`src/rtl/key_event.sv`:
```
// Key event detector on the debounced active-low key: press/release edges, press count,
// long-press detection against a tick threshold, and a registered level interrupt.
module key_event #(
   parameter int ASIZE    = 2,
   parameter int DSIZE    = 8,
   parameter int TICK_DIV = 10000
) (
   input  logic             i_clk,
   input  logic             i_rst_n,
   input  logic [ASIZE-1:0] i_wb_adr,
   input  logic             i_wb_stb,
   input  logic             i_wb_we,
   input  logic [DSIZE-1:0] i_wb_dat,
   input  logic             i_key_n,
   output logic             o_wb_ack,
   output logic [DSIZE-1:0] o_wb_dat,
   output logic             o_irq
);

   localparam int PW = $clog2(TICK_DIV);

   logic [3:0]       ctrl;
   logic [7:0]       long_th;
   logic [7:0]       count;
   logic [7:0]       hold;
   logic [7:0]       hold_next;
   logic [PW-1:0]    presc;
   logic             st_press, st_rel, st_long, st_ovf;
   logic             key_q;
   logic             armed;
   logic             en;
   logic             acc, wr;
   logic             wr_ctrl, wr_th, wr_stat, wr_cnt;
   logic             press_edge, rel_edge, holding, presc_wrap, long_hit;
   logic [DSIZE-1:0] rd_data;

   // Handshake: a transfer is accepted on the edge where stb is high and ack is low;
   // ack pulses for that one cycle and the master drops stb after seeing it.
   assign acc     = i_wb_stb & ~o_wb_ack;
   assign wr      = acc & i_wb_we;
   assign wr_ctrl = wr & (i_wb_adr == ASIZE'(0));
   assign wr_th   = wr & (i_wb_adr == ASIZE'(1));
   assign wr_stat = wr & (i_wb_adr == ASIZE'(2));
   assign wr_cnt  = wr & (i_wb_adr == ASIZE'(3));

   assign en         = ctrl[0];
   assign press_edge = en & key_q & ~i_key_n;
   assign rel_edge   = en & ~key_q & i_key_n;
   // Only a press seen while enabled arms the hold timer, so a key already low at enable never times out.
   assign holding    = en & armed & ~key_q & ~i_key_n;
   assign presc_wrap = holding && (presc == PW'(TICK_DIV - 1));
   assign hold_next  = hold + 8'd1;
   assign long_hit   = presc_wrap && (hold != 8'hFF) && (long_th != 8'd0) && (hold_next == long_th);

   always_comb begin
      rd_data = '0;
      case (i_wb_adr)
         ASIZE'(0): rd_data[3:0] = ctrl;
         ASIZE'(1): rd_data[7:0] = long_th;
         ASIZE'(2): rd_data[7:0] = {3'b000, st_ovf, ~key_q, st_long, st_rel, st_press};
         default:   rd_data[7:0] = count;
      endcase
   end

   always_ff @(posedge i_clk or negedge i_rst_n) begin
      if (!i_rst_n) begin
         o_wb_ack <= 1'b0;
         o_wb_dat <= '0;
      end else begin
         o_wb_ack <= i_wb_stb & ~o_wb_ack;
         if (acc & ~i_wb_we)
            o_wb_dat <= rd_data;
      end
   end

   // Flag updates: a set in the same cycle as its W1C wins.
   always_ff @(posedge i_clk or negedge i_rst_n) begin
      if (!i_rst_n) begin
         ctrl     <= 4'h0;
         long_th  <= 8'd100;
         st_press <= 1'b0;
         st_rel   <= 1'b0;
         st_long  <= 1'b0;
         st_ovf   <= 1'b0;
         count    <= 8'd0;
         key_q    <= 1'b1;
         o_irq    <= 1'b0;
      end else begin
         key_q <= i_key_n;
         if (wr_ctrl)
            ctrl <= i_wb_dat[3:0];
         if (wr_th)
            long_th <= i_wb_dat[7:0];
         st_press <= (st_press & ~(wr_stat & i_wb_dat[0])) | press_edge;
         st_rel   <= (st_rel   & ~(wr_stat & i_wb_dat[1])) | rel_edge;
         st_long  <= (st_long  & ~(wr_stat & i_wb_dat[2])) | long_hit;
         st_ovf   <= (st_ovf   & ~(wr_stat & i_wb_dat[4])) | (press_edge & st_press);
         if (press_edge)
            count <= wr_cnt ? 8'd1 : count + 8'd1;
         else if (wr_cnt)
            count <= 8'd0;
         o_irq <= |({st_long, st_rel, st_press} & ctrl[3:1]);
      end
   end

   always_ff @(posedge i_clk or negedge i_rst_n) begin
      if (!i_rst_n) begin
         presc <= '0;
         hold  <= 8'd0;
         armed <= 1'b0;
      end else if (!en) begin
         presc <= '0;
         hold  <= 8'd0;
         armed <= 1'b0;
      end else if (press_edge) begin
         presc <= '0;
         hold  <= 8'd0;
         armed <= 1'b1;
      end else if (rel_edge) begin
         presc <= '0;
         hold  <= 8'd0;
         armed <= 1'b0;
      end else if (holding) begin
         if (presc_wrap) begin
            presc <= '0;
            if (hold != 8'hFF)
               hold <= hold_next;
         end else begin
            presc <= presc + 1'b1;
         end
      end
   end

endmodule

```
`config.mk`:
```
export PLATFORM = sky130hd
export DESIGN_NAME = key_event
export DESIGN_NICKNAME = d
export VERILOG_FILES = /design/src/rtl/key_event.sv
export SDC_FILE = /design/constraint.sdc
export NUM_CORES = 1
export LEC_CHECK = 0
export CORE_ASPECT_RATIO = 1.25
export CORE_UTILIZATION = 58
export DETAILED_ROUTE_END_ITERATION = 16
export PLACE_DENSITY = 0.89
export RECOVER_POWER = 25
export SLEW_MARGIN = 20
export SYNTH_ARGS = -nofsm -noshare
export SYNTH_HDL_FRONTEND = slang
export SYNTH_SLANG_ARGS = --single-unit
```
`constraint.sdc`:
```
create_clock -name i_clk -period 2.29 [get_ports i_clk]
set_input_delay 0.229 -clock i_clk [delete_from_list [all_inputs] [get_ports i_clk]]
set_output_delay 0.229 -clock i_clk [all_outputs]
set_load 0.005 [all_outputs]
```
# Word-level counts from Yosys, hierarchy flattened
# Index checks and enable logic that the tools add are counted.
[totals]
word_cells = 91
regBits = 58
input_bits = 15
out_inout_bits = 10
[classes]
reduce_logical = 9
eq_ne = 10
add_sub_neg = 3
n_bitwise = 36
n_mux = 19
[op_table]
columns = ["op", "n"]
rows = [
  ["$mux W8", 9],
  ["$mux W14", 5],
  ["$pmux W4 S3", 2],
  ["$and A1 B1 Y1", 23],
  ["$add A8 B1 Y8 const B", 2],
  ["$add A14 B1 Y14 const B", 1],
  ["$eq A14 B14 Y1 const B", 1],
  ["$ne A4 B1 Y1 const B", 3],
  ["$eq A8 B8 Y1", 1],
  ["$ne A8 B8 Y1 const B", 1],
  ["$not A1 Y1", 8],
  ["$reduce_bool A8 Y1", 1],
  ["$eq A2 B2 Y1 const B", 2],
  ["$logic_and A1 B1 Y1", 4],
  ["$or A1 B1 Y1", 4],
  ["$and A3 B3 Y3", 1],
  ["$mux W1", 3],
  ["$ne A3 B1 Y1 const B", 1],
  ["$reduce_and A3 Y1", 1],
  ["$reduce_or A3 Y1", 1],
  ["$eq A2 B1 Y1 const B", 1],
  ["$logic_not A2 Y1", 1],
  ["$reduce_bool A2 Y1", 1],
]

# Logic depth before layout (Yosys ltp)
[logic_depth]
word_depth = 9
mapped_depth = 7

# Least setup slack after synthesis
# OpenSTA, ideal clock, no wires.
[synth_timing]
path_type = "flip-flop to flip-flop"
startpoint = "register presc[11]"
endpoint = "register hold[3]"
stages_incl_launch_ff = 6
arrival_ps = 1818
n_path_buf = 0
setup_slack_ps = 381
cell_sequence = "dfrtp_1 -> or4b_4 -> or4_4 -> nor2_4 -> nand2_2 -> o31ai_2"
[synth_between]
elab_chain_len = 4
[synth_lines]
columns = ["element", "line_no", "rtl"]
rows = [
  ["from (decl)", "27", "logic [PW-1:0] presc;"],
  ["from (signal assigned)", "129", "presc <= presc + 1'b1;"],
  ["$eq A14 B14 Y1", "51", "assign presc_wrap = holding && (presc == PW'(TICK_DIV - 1));"],
  ["$logic_and A1 B1 Y1", "51", ""],
  ["$ne A4 B1 Y1 (no source line)", "-", ""],
  ["$reduce_and A3 Y1 (no source line)", "-", ""],
  ["to (signal assigned)", "127", "hold <= hold_next;"],
  ["to (decl)", "25", "logic [7:0] hold;"],
]
# Every way passes these cells.
# A chain may end at the register's enable or synchronous reset.

# Worst setup path in the final report
# Same ends and word-level chain as after synthesis.

==> metrics <==
top-level I/O count=25; initial antenna violation count=0; actual slew at the worst max-slew pin=0.8206 ns; max-cap viol count=0; RSZ-0062 raised after global routing=false; reg-to-reg slack, setup=0.20 ns; first-pass GRT wire length=11260 um; Peak VDD IR=405.9 uV; Seq pwr share=48.4%; DIE HEIGHT=82.42 um; status=completed; post-CTS resize count=0; FF-to-FF Start=presc[11]; Synthesis Warnings=0; Sink Count=58; most common cell after layout, fill and taps aside=dfrtp_1; Final period util=91.11%; prevailing post-synth register cell=dfrtp_1; fraction of registers with async set/reset=100.0%; fin nets=345; Final HPWL DP=4922 um; CTS root buf=clkbuf_8; CP Max Fanout=7; Layout Skew=0.009866 ns; Routed WL per cell=16.81 um; WHS Endpoint=o_wb_dat[1]; PortBufs=24; core area=4870 um2; reg-to-reg endpoint=hold[3]; Initial Utilization=61.61%; TritonCTS buffer count=9; footprint of the multi-input gates=1499 um2; clock-pin slew on the worst setup and hold paths=0.06 ns; final setup fails=0; Startpoint Class=register; Yosys cell types=49; Sw Share=27.31%; EDFF count, synth=0; Worst Reg2Reg Path Length in Cells=5; clock latency on the worst-skew pair=0.34 ns; Critical Path End Type=register; top cells by area, synth=dfrtp_1, mux2_2, nand2_1; Leak=1.489 nW; DIE AREA=5467 um2; Post-Syn Area=3000 um2; Max-Slew Margin vs Limit=45.29%; H-tree levels=3; final worst path period need=2.086 ns; DR iter-0 viols=140; die width=66.33 um; post-synthesis sequential area ratio=48.54%; Hold Slack=0.4852 ns; Syn Inst Count=289; GP Congestion=0.8835; flip-flop and latch area=1456 um2; largest net degree at the start of global routing=36; Final Hold Violating Endpoints=0; flops & latches, synth=58; # diodes=0; power density cells=770.2 nW/um2; syn_nets=307; P_sw=0.7452 mW; highest clock rate=479.3 MHz; hold crit path type=reg -> reg; share of the synthesized area in the top cell type=45.04%; CP required=2.51 ns; cell depth of the worst hold path=2; Max Slew Vio Count=0; most frequent cells in the layout=dfrtp_1, nand2_1, nor2_1, clkdlybuf4s50_1, xor2_1; clock share of power=33.6%; DRT antenna net count=0; Worst EP arrival=2.30 ns; vias after detailed routing=2364; layout cells sized above 1=15.36%; Core Rows=28; Avg Inst Size Synth=10.38 um2; placed insts=375; Bufs on Longest Clock Path=2; hold path startpoint=o_wb_dat[1]; Via density=6.031; vias in the first global route=2445; Congestion Overflow GR=0; combinational fraction of design power=18.1%; gr usage total=28.14%; Detailed Route WL=6588 um; cell internal pwr=1.984 mW; synthesis-to-layout area growth=18.10%; DR DRC count=0; Layout fillers=362; Pre-antenna DRT Iters=4; Non-Filler Instances=392; worst setup path class=reg -> reg; post-synth top area cell=dfrtp_1; CTS tree=built
-- how the worst max path moves through the flow --
| stage | startpoint | endpoint | slack (ns) | depth (start not counted) |
|---|---|---|---|---|
| floorplan | presc[11] | hold[3] | 0.38 | 5 |
| global placement | i_key_n | hold[3] | 0.04 | 6 |
| detailed placement | i_key_n | hold[3] | -0.04 | 6 |
| CTS | presc[11] | hold[3] | 0.20 | 5 |
| global route | presc[11] | hold[7] | 0.04 | 5 |
| finish | presc[11] | hold[3] | 0.20 | 5 |
-- synth_stat cells (4+ instances only) --
library cell,count
dfrtp_1,54
nand2_1,39
nor2_1,27
xor2_1,16
xnor2_1,14
mux2_2,13
nand3_1,12
o21ai_0,11
nor3_1,9
a22o_1,8
nand4_1,7
clkbuf_1,6
a21oi_1,5
inv_1,5
dfstp_2,4
mux2i_1,4
mux4_2,4
nor4_1,4
-- registers in the layout, indices dropped and copies added, names as in the netlist --
name,flops
presc,14
count,8
hold,8
long_th,8
o_wb_dat,8
ctrl,4
armed,1
key_q,1
o_irq,1
o_wb_ack,1
st_long,1
st_ovf,1
st_press,1
st_rel,1
-- critical path, cell delays in order, from the launching register on --
cell,delay [ns]
dfrtp_1,0.43
or4b_4,0.55
nor4_2,0.40
a21oi_1,0.25
o21ai_1,0.25
o31ai_2,0.10
-- power groups by stage --
stage          registers, mW  logic, mW  clock network (mW)
3_5_place_dp            1.34      0.494                   0
5_1_grt                 1.33      0.553               0.972
3_3_place_gp            1.32      0.471                   0
6_report                1.32      0.494               0.916
4_1_cts                 1.32      0.500               0.926
2_1_floorplan           1.28      0.297                   0
-- logic make-up after synthesis --
| kind of cell | share of synthesized area (%) |
|---|---|
| mux | 9.216 |
| xor+xnor | 8.757 |
| simple gates | 21.23 |
| buf+inv | 1.501 |
| compound gates | 9.508 |
| flops | 48.54 |
| fa+ha+maj | 1.251 |
-- repair_timing --
item	in CTS	in global routing
hold buffers	1	0
hold endpoints to repair	31	0
setup buffers	0	0
-- through the flow --
| stage | setup TNS (ns) | setup WS, ns | cell area, um2 | util (%) | power, mW |
|---|---|---|---|---|---|
| after global placement | 0 | 0.04021 | 3352 | 68.83 | 1.795 |
| final | 0 | 0.2035 | 3543 | 72.76 | 2.729 |
| after detailed placement | -0.03799 | -0.03799 | 3352 | 68.83 | 1.832 |
| after CTS | 0 | 0.2019 | 3551 | 72.92 | 2.746 |
| after global routing | 0 | 0.03734 | 3543 | 72.76 | 2.859 |
| after floorplan | 0 | 0.3805 | 3000 | - | 1.579 |
-- metal layers --
| metal | up-vias | GRT usage, % | part of all wire [%] |
|---|---|---|---|
| li1 | 1115 | - | - |
| met1 | 1163 | 34.03 | 42 |
| met2 | 70 | 47.96 | 51 |
| met3 | 16 | 4.121 | 3.8 |
| met4 | 0 | 15.96 | 2.9 |
| met5 | - | 0 | 0 |
-- final cells by class --
cell class	instances	share of cell area (%)
multi-input cells	219	42.30
flip-flops and latches	58	41.10
repair buffers	34	8.616
clock buffers	13	4.202
well taps	60	2.119
clock inverters	3	1.130
inverters	5	0.5297
(Power assumes the default switching activity.)
